--- src/rtl/logic_op_sequencer.sv ---
`default_nettype none
// ============================================================================
// Module      : logic_op_sequencer
// Description : Captures one operand pair on start and steps AND/OR/XOR/NAND,
//               registering each result plus XOR/OR accumulations of them.
// Revision    : 1.0 - initial release
// ============================================================================
module logic_op_sequencer #(
  parameter int WIDTH = 16
) (
  input  logic             clk,
  input  logic             reset,
  input  logic             start,
  input  logic             pause,
  input  logic [WIDTH-1:0] a,
  input  logic [WIDTH-1:0] b,
  output logic             busy,
  output logic [1:0]       op,
  output logic [WIDTH-1:0] x,
  output logic             result_valid,
  output logic [WIDTH-1:0] y,
  output logic [WIDTH-1:0] z,
  output logic             done
);

  localparam logic [1:0] c_last_step = 2'b11;

  typedef enum logic [0:0] {
    IDLE = 1'b0,
    RUN  = 1'b1
  } state_t;

  state_t           r_state, w_state_nx;
  logic [1:0]       r_step, w_step_nx;
  logic [WIDTH-1:0] r_a, r_b, w_a_nx, w_b_nx;
  logic [WIDTH-1:0] w_f;
  logic             w_busy_nx, w_rv_nx, w_done_nx;
  logic [1:0]       w_op_nx;
  logic [WIDTH-1:0] w_x_nx, w_y_nx, w_z_nx;

  always_comb begin
    w_f = '0;
    case (r_step)
      2'b00:   w_f = r_a & r_b;
      2'b01:   w_f = r_a | r_b;
      2'b10:   w_f = r_a ^ r_b;
      default: w_f = ~(r_a & r_b);
    endcase
  end

  // Everything holds by default; only the two strobes fall back to 0.
  always_comb begin
    w_state_nx = r_state;
    w_step_nx  = r_step;
    w_a_nx     = r_a;
    w_b_nx     = r_b;
    w_busy_nx  = busy;
    w_op_nx    = op;
    w_x_nx     = x;
    w_y_nx     = y;
    w_z_nx     = z;
    w_rv_nx    = 1'b0;
    w_done_nx  = 1'b0;
    case (r_state)
      IDLE: begin
        if (start) begin
          w_a_nx     = a;
          w_b_nx     = b;
          w_y_nx     = '0;
          w_z_nx     = '0;
          w_step_nx  = 2'b00;
          w_busy_nx  = 1'b1;
          w_state_nx = RUN;
        end
      end
      RUN: begin
        if (!pause) begin
          w_x_nx    = w_f;
          w_op_nx   = r_step;
          w_rv_nx   = 1'b1;
          w_y_nx    = y ^ w_f;
          w_z_nx    = z | w_f;
          w_step_nx = r_step + 2'b01;
          if (r_step == c_last_step) begin
            w_done_nx  = 1'b1;
            w_busy_nx  = 1'b0;
            w_state_nx = IDLE;
          end
        end
      end
      default: begin
        w_state_nx = IDLE;
        w_step_nx  = 2'b00;
        w_busy_nx  = 1'b0;
      end
    endcase
  end

  always_ff @(posedge clk or posedge reset) begin
    if (reset) begin
      r_state <= IDLE;
    end else begin
      r_state <= w_state_nx;
    end
  end

  always_ff @(posedge clk or posedge reset) begin
    if (reset) begin
      r_step       <= 2'b00;
      r_a          <= '0;
      r_b          <= '0;
      busy         <= 1'b0;
      op           <= 2'b00;
      x            <= '0;
      result_valid <= 1'b0;
      y            <= '0;
      z            <= '0;
      done         <= 1'b0;
    end else begin
      r_step       <= w_step_nx;
      r_a          <= w_a_nx;
      r_b          <= w_b_nx;
      busy         <= w_busy_nx;
      op           <= w_op_nx;
      x            <= w_x_nx;
      result_valid <= w_rv_nx;
      y            <= w_y_nx;
      z            <= w_z_nx;
      done         <= w_done_nx;
    end
  end

endmodule
`default_nettype wire

--- config.mk ---
export PLATFORM = sky130hd
export DESIGN_NAME = logic_op_sequencer
export DESIGN_NICKNAME = d
export VERILOG_FILES = /design/src/rtl/logic_op_sequencer.sv
export SDC_FILE = /design/constraint.sdc
export NUM_CORES = 1
export LEC_CHECK = 0
export CAP_MARGIN = 0
export CELL_PAD_IN_SITES_DETAIL_PLACEMENT = 0
export CELL_PAD_IN_SITES_GLOBAL_PLACEMENT = 2
export CORE_UTILIZATION = 35
export DETAILED_ROUTE_END_ITERATION = 16
export PLACE_DENSITY = 0.94
export SYNTH_ARGS = -nofsm -noshare
export SYNTH_HDL_FRONTEND = slang
export SYNTH_SLANG_ARGS = --single-unit
--- constraint.sdc ---
create_clock -name clk -period 6.91 [get_ports clk]
set_input_delay 1.7275 -clock clk [delete_from_list [all_inputs] [get_ports clk]]
set_output_delay 1.7275 -clock clk [all_outputs]
set_load 0.005 [all_outputs]
## Word level (Yosys, flattened, before mapping)

Index checks and enable logic that the tools add are counted.

- Input bits: 36
- Word-level logic and storage cells: 53
- Bits in registers: 88

- Eq/ne operators: 6
- Multiplexer cells: 22
- Bitwise logic cells: 8
- Reduce and logical (&&, ||, !) cells: 5
- Add/sub/neg operators: 1

Operators by type and width:

| cell | number |
|---|---|
| one-hot mux 16 bit (2 select lines) | 2 |
| 2-to-1 mux 16 bit | 3 |
| one-hot mux 16 bit (3 select lines) | 1 |
| OR 16 bit | 2 |
| bitwise XOR 16 bit | 2 |
| bitwise AND 16 bit | 1 |
| NOT 16 bit | 1 |
| 2-to-1 mux 1 bit | 11 |
| AND reduction 2 bit | 3 |
| == test 2 bit, second input constant | 2 |
| 2-to-1 mux 2 bit | 2 |
| != test 2 bit, second input constant | 2 |
| one-hot mux 1 bit (2 select lines) | 2 |
| one-hot mux 2 bit (2 select lines) | 1 |
| AND reduction 3 bit | 1 |
| adder 2 x 1 -> 2 bit, second input constant | 1 |
| == test 2 x 1 -> 1 bit, second input constant | 1 |
| zero test 2 bit | 1 |
| != test 2 x 1 -> 1 bit, second input constant | 1 |
| NOT 1 bit | 2 |

## Depth between registers and ports, before layout

Gate-level depths: netlist of run 1.

- Depth after elaboration: 6
- Mapped depth: 7
- Gate-level depth less buffers: 5

## Worst setup path after synthesis of run 1

Ideal clock, no wire load.

- Kind: input -> register
- Start point: in pause
- End point: reg y[10]
- Buffers on the path: 2
- Required time: 6.831 ns
- Data arrival time: 2.614 ns
- Cell stages on the path: 5
- Setup slack: 4.217 ns
- Setup time: 0.079 ns
- Cell sequence: nand2b_1 -> buf_4 -> buf_6 -> a311oi_2 -> mux2i_1

- Longest elaborated chain between the ends: 2

Ends and longest elaborated chain:

| item | line | RTL |
|---|---|---|
| start: declaration | 14 | `input logic pause,` |
| != test 2 bit (no line) | -- |  |
| AND reduction 2 bit (no line) | -- |  |
| end signal: assignment | 127 | `y <= w_y_nx;` |
| end: declaration | 21 | `output logic [WIDTH-1:0] y,` |

No other way between the ends.
A chain may end at the register's enable or synchronous reset.

## Worst setup path after layout of run 1

- Start point: in pause
- End point: reg y[0]

Same word-level chain as after synthesis.

==> key figures, run 1 <==
Synth
  – Synthesized cell area: about 0.0043 mm²
  – Synthesized instance count: between 400 and 500
  – Syn Nets: between 400 and 500
  – Cell variety after synth: 24
  – Dominant cells by area after synthesis: dfrtp_1 51%, ha_1 11%, nand2_1 7.6%
  – Yosys warns: 0
  – Share of the synthesized area in the top cell type: between 50 and 60%
  – Synth area leader: dfrtp_1
  – Yosys reg bits: 88
  – Sequential element share of the synthesized area: about half
  – Synthesized area per cell: between 10 and 15 µm²

Floorplanning
  – Initial Utilization: between 30 and 40%
  – IO Count: between 80 and 90
  – # rows: 40
  – Die height: roughly 110 µm
  – Core area: ~0.012 mm²
  – Die area: between 0.01 and 0.015 mm²
  – Die span in x: approximately 110 µm

Drt
  – Overall routed net length: 8.99 mm
  – Via density: 4.65
  – 1st-pass router iterations: 4
  – DR vias: 3,005
  – Starting DRC count in detailed routing: 148
  – DRC Markers: 0
  – Routed WL per cell: ~14 µm
  – DRT antenna net count: 0

Power
  – Net Sw Power: 880 µW
  – Total chip power: 2.55 mW
  – Sequential share of power: between 30% and 40%
  – Comb power frac: between 40% and 50%
  – Pwr Density: between 400 and 500 mW/mm²
  – Worst vdd ir: roughly 140 µV
  – Sw Ratio: 34.5%
  – Internal power: about 1.7 mW
  – Clk pwr share: between 20 and 25%
  – P_leak: 2.59 nW

Layout
  – Util after Layout: 46.7%
  – Commonest non-fill, non-tap cells in the layout: 88 x dfrtp_1, 88 x clkdlybuf4s50_1, 87 x nand2_1, 37 x ha_1
  – Final net count: roughly 570
  – Diode count: 0
  – Syn-to-layout area delta: 29.8%
  – Fillers: roughly 1,100
  – Footprint of the multi-input gates: approximately 0.0019 mm²
  – Reg area: ~0.0022 mm²
  – Share of cells above drive strength 1: about 6.4%

CTS
  – PostCTS Resize Cnt: 0
  – Reg clk slew, reported paths: roughly 60 ps
  – Hold-fix buffers, CTS: 0
  – TritonCTS clock tree: built
  – CTS Buf Count: 9
  – Sink Count: 88
  – Clock tree buffer depth: 2
  – Post-CTS setup buffers: 0
  – CTS H-tree depth: 3
  – Root buf cell: clkbuf_16
  – Skew-Pair Late Insertion Delay: 340 ps

Placement
  – Setup WS pre-CTS: ~3100 ps
  – Placer Congestion: 0.760
  – DPL Wire Length: between 6 and 7 mm
  – Port Buffers: 88

Timing
  – Final Setup Violations: 0
  – Final worst setup slack: approximately 3500 ps
  – Fin. Hold Viols: 0
  – Final Max Tran Viols: 0
  – Min cycle time layout: 3400 ps
  – Final Cycle Share: between 40 and 50%
  – RSZ-0062 raised after global routing: no
  – Clock Skews: 4.85 ps
  – Relative slew slack: a little under a quarter
  – F_max: roughly 290 MHz
  – Worst Tran Pin Value: 1150 ps
  – Setup_tns: 0 ps

Run status
  – Status: complete, no violations

Critical path
  – Flop2flop setup slack: between 4000 and 5000 ps
  – Critical-path cell list: clkdlybuf4s50_1 -> nand2b_2 -> inv_1 -> o311ai_2 -> mux2i_1
  – Critical path class: in -> reg
  – Worst r2r src: r_step[0]
  – CP endpoint kind: flop
  – R2R Path End: y[1]
  – CP required: roughly 7200 ps
  – Worst Path Max Fanout: 37
  – CP startpoint kind: input port
  – Critical Path Max Stage Delay: 690 ps
  – Critical path arrival: 3660 ps
  – Highest-delay cell along the critical path: nand2b_2
  – R2R depth: 4

Worst hold path
  – Hold endpoint: y[3]
  – Hold wc startpoint: y[3]
  – Hold Crit Depth: 1
  – Worst hold path type: reg -> reg

GRT
  – GRT Total Usage: ~15%
  – Vias in the first global route: 2,845
  – Antenna violations before repair: 0
  – Largest net degree at the start of global routing: slightly below 90
  – First-pass GRT wire length: approximately 15 mm
  – Total gr overflow: 0

Job
  – Max-Cap Viols: 0
[metal layers]
metal	vias to the layer above	wire length, µm	GRT usage, %	part of all wire, %
li1	1517	-	-	-
met1	1416	4570	21.1	51
met2	62	3910	22.0	44
met3	10	387	3.48	4.3
met4	0	119	5.26	1.3
met5	-	0	0	0
[registers in the layout (all words and copies together), names as in the netlist]
name and count:
r_state 1, done 1, r_step 2, y 16
x 16, busy 1, result_valid 1, op 2
r_a 16, r_b 16, z 16
[stage by stage]
step,std cells,hold slack (ps),instance area (µm²)
2_1_floorplan,416,469,4320
5_1_grt,646,493,5610
3_5_place_dp,630,469,5280
4_1_cts,646,480,5610
6_report,646,472,5610
3_3_place_gp,630,460,5280
[worst max path at each step]
stage | slack [ps] | cells past startpoint | from | endpoint
after floorplan | 2900 | 1 | reset | busy
after global placement | 3230 | 5 | pause | y[0]
after detailed placement | 3140 | 5 | pause | y[0]
after CTS | 3500 | 5 | pause | y[0]
after global routing | 3370 | 5 | pause | y[0]
final | 3510 | 5 | pause | y[0]
[final cells by class]
| cell class | instances | area share, % |
|---|---|---|
| clock inverter | 4 | 1.36 |
| sequential | 88 | 39.3 |
| inverter | 36 | 2.43 |
| timing repair buffer | 90 | 16.0 |
| tap | 147 | 3.28 |
| clock buffer | 12 | 4.40 |
| multi-input combinational | 269 | 33.3 |
[synth_stat cells]
library cell,instances
a21oi_1,14
a311o_1,3
and2_1,15
nand3_1,1
nand2b_1,16
mux2i_1,16
clkbuf_1,5
dfrtp_1,88
buf_4,4
a21o_1,22
buf_6,1
o31ai_1,1
ha_1,37
o311ai_2,1
o311ai_4,1
a311oi_2,11
clkbuf_2,1
o21ai_0,35
a22o_1,2
nor2_1,4
nand2_1,87
nor2b_1,3
inv_1,36
buf_2,12
[cells by family after synthesis]
kind of cell | count (synthesis) | share of synthesized area, %
flip-flops | 88 | 51.0
AND/OR/NAND/NOR | 126 | 13.0
buffers and inverters | 59 | 6.03
adder cells (fa/ha/maj) | 37 | 10.7
multiplexers | 16 | 3.71
AO/OA/AOI/OAI | 90 | 15.6
[power groups by stage]
stage / registers, mW / clock network, mW / logic (mW)
finish: 0.913 / 0.526 / 1.11
floorplan: 0.904 / 0 / 0.674
global placement: 0.916 / 0 / 1.09
global route: 0.944 / 0.564 / 1.25
CTS: 0.917 / 0.537 / 1.13
detailed placement: 0.926 / 0 / 1.12
[critical path, delay by kind of cell]
kind / cells / cell delay [ps]
muxes: 1 / 250
AOI/OAI and AO/OA: 1 / 210
and+or+nand+nor: 1 / 690
buffers and inverters: 2 / 750
Note: power is estimated with default switching activity, not from simulation.
==> inputs of run 2 (changes only) <==
--- a/config.mk
+++ b/config.mk
@@ -8,9 +8,9 @@
 export CAP_MARGIN = 0
 export CELL_PAD_IN_SITES_DETAIL_PLACEMENT = 0
 export CELL_PAD_IN_SITES_GLOBAL_PLACEMENT = 2
-export CORE_UTILIZATION = 35
+export CORE_UTILIZATION = 29
 export DETAILED_ROUTE_END_ITERATION = 16
-export PLACE_DENSITY = 0.94
+export PLACE_DENSITY = 0.84
 export SYNTH_ARGS = -nofsm -noshare
 export SYNTH_HDL_FRONTEND = slang
 export SYNTH_SLANG_ARGS = --single-unit
==> constraint.sdc (replaced) <==
create_clock -name clk -period 2.8 [get_ports clk]
set_input_delay 0.7 -clock clk [delete_from_list [all_inputs] [get_ports clk]]
set_output_delay 0.7 -clock clk [all_outputs]
set_load 0.005 [all_outputs]
==> run 2 against run 1 <==
Against the previous run:
- setup slack worse by 3200 ps
- final area up 1.2%
- critical path type is now reg -> reg
- via count up 2.2%
- critical endpoint is now y[15]
- die area up 20%
- sequential power up 150%
- clock-buffer cell count down 1
==> key figures, run 2 (same netlist as run 1, synthesis figures left out) <==
Power
  – P_leak: around 2.6 nW
  – Total chip power: ~6.3 mW
  – Net Sw Power: about 2.2 mW
  – Sw Ratio: a little over a third
  – Pwr Density: 1110 mW/mm²
  – Worst vdd ir: 369 µV
  – Clk pwr share: a little under a fifth
  – Sequential share of power: a little over a third
  – Internal power: a little over 4 mW
  – Comb power frac: between 40% and 50%

Job
  – Max-Cap Viols: 0

Critical path
  – Critical Path Max Stage Delay: 1020 ps
  – CP startpoint kind: flop
  – CP endpoint kind: flop
  – Top delay family on crit path: adder cells
  – Worst r2r src: r_step[0]
  – R2R Path End: y[15]
  – Critical-path cell list: ha_1 -> a21oi_1 -> a311oi_2 -> mux2i_1
  – R2R depth: 4
  – Flop2flop setup slack: approximately 340 ps
  – Critical path class: reg -> reg
  – Worst Path Max Fanout: 32
  – Worst path bufs/invs: 0
  – Highest-delay cell along the critical path: ha_1
  – CP required: slightly above 3000 ps
  – Critical path arrival: between 2000 and 3000 ps

Timing
  – Relative slew slack: roughly 17%
  – Fin. Hold Viols: 0
  – F_max: roughly 410 MHz
  – Worst Tran Pin Value: 1240 ps
  – Clock Skews: between 3 and 4 ps
  – RSZ-0062 raised after global routing: no
  – Final Setup Violations: 0
  – Final Max Tran Viols: 0
  – Worst Hold Slack: ~470 ps
  – Final Cycle Share: between 80 and 90%
  – Setup_tns: 0 ps
  – Min cycle time layout: approximately 2500 ps

Drt
  – Met1 WL: about 5.5 mm
  – Met2 routed WL: approximately 4 mm
  – DRT antenna net count: 0
  – Starting DRC count in detailed routing: between 150 and 200
  – 1st-pass router iterations: 5
  – Routed WL per cell: about 15 µm
  – DRC Markers: 0
  – Via density: ~4.5
  – DR vias: 3,070
  – WL met3: approximately 530 µm
  – Top layer in use: met4
  – Overall routed net length: roughly 10 mm

Placement
  – Placer Congestion: 0.761
  – DPL Wire Length: 7.15 mm
  – Port Buffers: 88
  – Area of placed instances: 0.00539 mm²

Floorplanning
  – # rows: 44
  – IO Count: between 80 and 90
  – Initial Utilization: 29.7%
  – Die area: approximately 0.015 mm²
  – Die height: 124 µm
  – Die span in x: about 120 µm
  – Core area: about 0.015 mm²

CTS
  – Skew-Pair Late Insertion Delay: approximately 340 ps
  – CTS H-tree depth: 3
  – Reg clk slew, reported paths: around 60 ps
  – Clock tree buffer depth: 2
  – Post-CTS setup buffers: 0
  – Hold-fix buffers, CTS: 0
  – Root buf cell: clkbuf_16
  – PostCTS Resize Cnt: 0
  – Sink Count: a little under 90
  – TritonCTS clock tree: built
  – CTS Buf Count: 9

Worst hold path
  – Hold wc startpoint: z[3]
  – Hold Crit Depth: 2
  – Worst hold path type: reg -> reg
  – Hold endpoint: z[3]

GRT
  – First-pass GRT wire length: approximately 16 mm
  – Antenna violations before repair: 0
  – Total gr overflow: 0
  – Vias in the first global route: 2,890
  – GRT Total Usage: approximately 14%
  – Largest net degree at the start of global routing: 89

Layout
  – Share of cells above drive strength 1: 6.80%
  – Diode count: 0
  – Final net count: approximately 570
  – Final instance area: between 0.005 and 0.006 mm²
  – Commonest non-fill, non-tap cells in the layout: 88 x dfrtp_1, 88 x clkdlybuf4s50_1, 87 x nand2_1, 37 x ha_1
  – Syn-to-layout area delta: 31.4%

Run status
  – Status: complete, no violations
run 2: cell types whose count changed in the layout (fill, tap and decap cells not counted):
cell	delta
buf_4	-1
clkbuf_1	-1
buf_12	+3
inv_6	-1
bufinv_16	-1
clkinv_2	+2
run 2: tightest hold or removal path, cell delays in order (launching register included):
cell and delay [ps]:
dfrtp_1 340, nand2_1 50, nand2_1 50
run 2: worst max path at each step:
stage / cells past startpoint / slack, ps / startpoint / end
after floorplan: 1 / 1080 / reset / busy
after global placement: 4 / 400 / r_step[0] / y[15]
after detailed placement: 4 / 420 / r_step[0] / y[15]
after CTS: 4 / 390 / r_step[0] / y[15]
after global routing: 4 / 210 / r_step[0] / y[13]
final: 4 / 340 / r_step[0] / y[15]
run 2: power groups by stage:
stage	combinational (mW)	sequential (mW)	clock, mW
after detailed placement	2.86	2.31	0
after global routing	3.21	2.35	1.23
final	2.86	2.28	1.17
after floorplan	1.66	2.23	0
after global placement	2.81	2.28	0
after CTS	2.89	2.28	1.20
run 2: area by class of cell:
type                    count  area [µm²]
clock buffers              11         243
clock inverters             4        45.0
fillers                  1422        8860
inverters                  36         139
multi-input cells         269        1870
flip-flops and latches     88        2200
well taps                 184         230
repair buffers             92         948
run 2: through the flow:
stage               cells  utilization (%)  setup WS (ps)
global route          684             39.0            210
global placement      669             37.1            402
CTS                   684             39.0            389
detailed placement    669             37.1            422
floorplan             416                -           1080
finish                684             39.0            344
run 2: routing by layer:
metal,vias to the layer above,track usage [%]
met4,0,6.25
met1,1459,22.0
met5,-,0
met3,11,2.43
li1,1528,-
met2,72,17.4
==> inputs of run 3 (changes only) <==
--- a/config.mk
+++ b/config.mk
@@ -5,12 +5,12 @@
 export SDC_FILE = /design/constraint.sdc
 export NUM_CORES = 1
 export LEC_CHECK = 0
-export CAP_MARGIN = 0
+export CAP_MARGIN = 25
 export CELL_PAD_IN_SITES_DETAIL_PLACEMENT = 0
 export CELL_PAD_IN_SITES_GLOBAL_PLACEMENT = 2
-export CORE_UTILIZATION = 29
+export CORE_UTILIZATION = 32
 export DETAILED_ROUTE_END_ITERATION = 16
-export PLACE_DENSITY = 0.84
+export PLACE_DENSITY = 0.87
 export SYNTH_ARGS = -nofsm -noshare
 export SYNTH_HDL_FRONTEND = slang
 export SYNTH_SLANG_ARGS = --single-unit
==> constraint.sdc (replaced) <==
create_clock -name clk -period 2.6 [get_ports clk]
set_input_delay 0.65 -clock clk [delete_from_list [all_inputs] [get_ports clk]]
set_output_delay 0.65 -clock clk [all_outputs]
set_load 0.005 [all_outputs]
==> run 3 against run 2 <==
Against the previous run:
- register-to-register slack better by 80 ps
- sequential power is 7% higher
- wire length is 2.5% lower
- sequential cell count stayed put
- cell count is 0.58% lower
- fmax is 13% higher
- global-route usage is 0.97 points higher
- non-clock buffer count is 3 higher
==> key figures, run 3 (same netlist as run 1, synthesis figures left out) <==
Run status
  – Status: complete, no violations

GRT
  – Antenna violations before repair: 0
  – First-pass GRT wire length: roughly 16 mm
  – GRT Total Usage: 14.7%
  – Largest net degree at the start of global routing: 89
  – Vias in the first global route: just over 3,000
  – Total gr overflow: 0

Timing
  – Final Max Tran Viols: 0
  – Final Cycle Share: between 80 and 90%
  – Worst Tran Pin Value: approximately 760 ps
  – Fin. Hold Viols: 0
  – Clock Skews: ~3.9 ps
  – Final worst setup slack: around 430 ps
  – Relative slew slack: about half
  – RSZ-0062 raised after global routing: no
  – Setup_tns: 0 ps
  – F_max: about 460 MHz
  – Final Setup Violations: 0
  – Min cycle time layout: between 2000 and 2500 ps

Power
  – Clk pwr share: about a fifth
  – Worst vdd ir: slightly above 400 µV
  – Sequential share of power: between 30% and 40%
  – Net Sw Power: about 2.4 mW
  – Comb power frac: roughly 45%
  – P_leak: about 2.6 nW
  – Sw Ratio: 34.9%
  – Internal power: between 4 and 5 mW
  – Pwr Density: 1200 mW/mm²

Placement
  – Placer Congestion: ~0.76
  – Setup WS pre-CTS: approximately 350 ps
  – DPL Wire Length: 7.02 mm
  – Port Buffers: between 80 and 90

CTS
  – Root buf cell: clkbuf_16
  – CTS Buf Count: 9
  – TritonCTS clock tree: built
  – Post-CTS setup buffers: 0
  – Sink Count: 88
  – Reg clk slew, reported paths: 60 ps
  – Hold-fix buffers, CTS: 0
  – Skew-Pair Late Insertion Delay: between 300 and 400 ps
  – Clock tree buffer depth: 2
  – PostCTS Resize Cnt: 0
  – CTS H-tree depth: 3

Critical path
  – Flop2flop setup slack: 430 ps
  – R2R Path End: y[1]
  – Critical-path cell list: inv_1 -> ha_1 -> a21oi_1 -> a311oi_2 -> mux2i_1
  – Worst r2r src: r_step[0]
  – R2R depth: 5
  – Highest-delay cell along the critical path: ha_1
  – Worst Path Max Fanout: 16
  – CP required: around 2900 ps
  – CP endpoint kind: flop
  – Critical path class: reg -> reg
  – Critical path arrival: about 2400 ps
  – CP startpoint kind: flop
  – Critical Path Max Stage Delay: around 650 ps

Floorplanning
  – # rows: 42
  – Die span in x: between 100 and 150 µm
  – IO Count: 89
  – Die height: 118 µm
  – Initial Utilization: ~33%
  – Core area: between 0.01 and 0.015 mm²
  – Die area: between 0.01 and 0.015 mm²

Worst hold path
  – Hold wc startpoint: z[15]
  – Hold endpoint: z[15]
  – Worst hold path type: reg -> reg
  – Hold Crit Depth: 1

Drt
  – Routed WL per cell: 14.5 µm
  – Starting DRC count in detailed routing: 183
  – Via density: roughly 4.6
  – DRT antenna net count: 0
  – DRC Markers: 0
  – Overall routed net length: around 10 mm
  – DR vias: 3,107
  – 1st-pass router iterations: 4

Layout
  – Final net count: around 570
  – Footprint of the multi-input gates: between 0.0015 and 0.002 mm²
  – Syn-to-layout area delta: 32.1%
  – Share of cells above drive strength 1: approximately 7.5%
  – Reg area: ~0.0022 mm²
  – Diode count: 0
  – Commonest non-fill, non-tap cells in the layout: 88 x dfrtp_1, 88 x clkdlybuf4s50_1, 87 x nand2_1, 37 x ha_1
  – Fillers: around 1,200

Job
  – Max-Cap Viols: 0
run 3: cell types whose count changed in the layout (fill, tap and decap cells not counted):
cell	previous run	this run
buf_12	3	2
buf_4	1	5
clkbuf_8	1	4
clkinv_2	3	1
run 3: how the worst max path moves through the flow:
stage	to	start	cells past startpoint
final	y[1]	r_step[0]	5
after CTS	y[1]	r_step[0]	5
after detailed placement	y[6]	pause	5
after global placement	y[13]	pause	5
after floorplan	busy	reset	1
after global routing	y[1]	r_step[0]	5
run 3: metrics by stage:
step	hold WS (ps)	cell area (µm²)	total power, mW	util, %	instances
5_1_grt	499	5700	7.37	43.2	680
6_report	473	5700	6.84	43.2	680
3_3_place_gp	463	5390	5.42	40.8	664
3_5_place_dp	464	5390	5.54	40.8	664
4_1_cts	478	5700	6.91	43.2	680
2_1_floorplan	469	4320	4.19	-	416
run 3: final cells by class:
cell class	count	share of cell area, %
clock inverter	2	0.614
multi-input combinational	269	32.7
tap	176	3.86
sequential	88	38.6
clock buffer	14	4.98
timing repair buffer	95	16.8
inverter	36	2.43
run 3: power groups by stage:
stage | clock network (mW) | registers (mW) | logic, mW
after floorplan | 0 | 2.40 | 1.79
after global placement | 0 | 2.45 | 2.96
after detailed placement | 0 | 2.49 | 3.05
after CTS | 1.37 | 2.46 | 3.07
after global routing | 1.44 | 2.54 | 3.40
final | 1.35 | 2.45 | 3.04
run 3: worst max-delay path, delay by kind of cell, from the launching register on:
family	cells	cell delay, ps
buf+inv	1	120
mux	1	210
fa+ha+maj	1	650
flops	1	430
compound gates	2	670
run 3: layer usage:
layer  up-vias  share of wire (%)  track usage, %
li1       1540                  -               -
met1      1487                 50            20.8
met2        67                 43            22.0
met3        13                4.9            2.80
met4         0                1.9            6.49
met5         -                  0               0
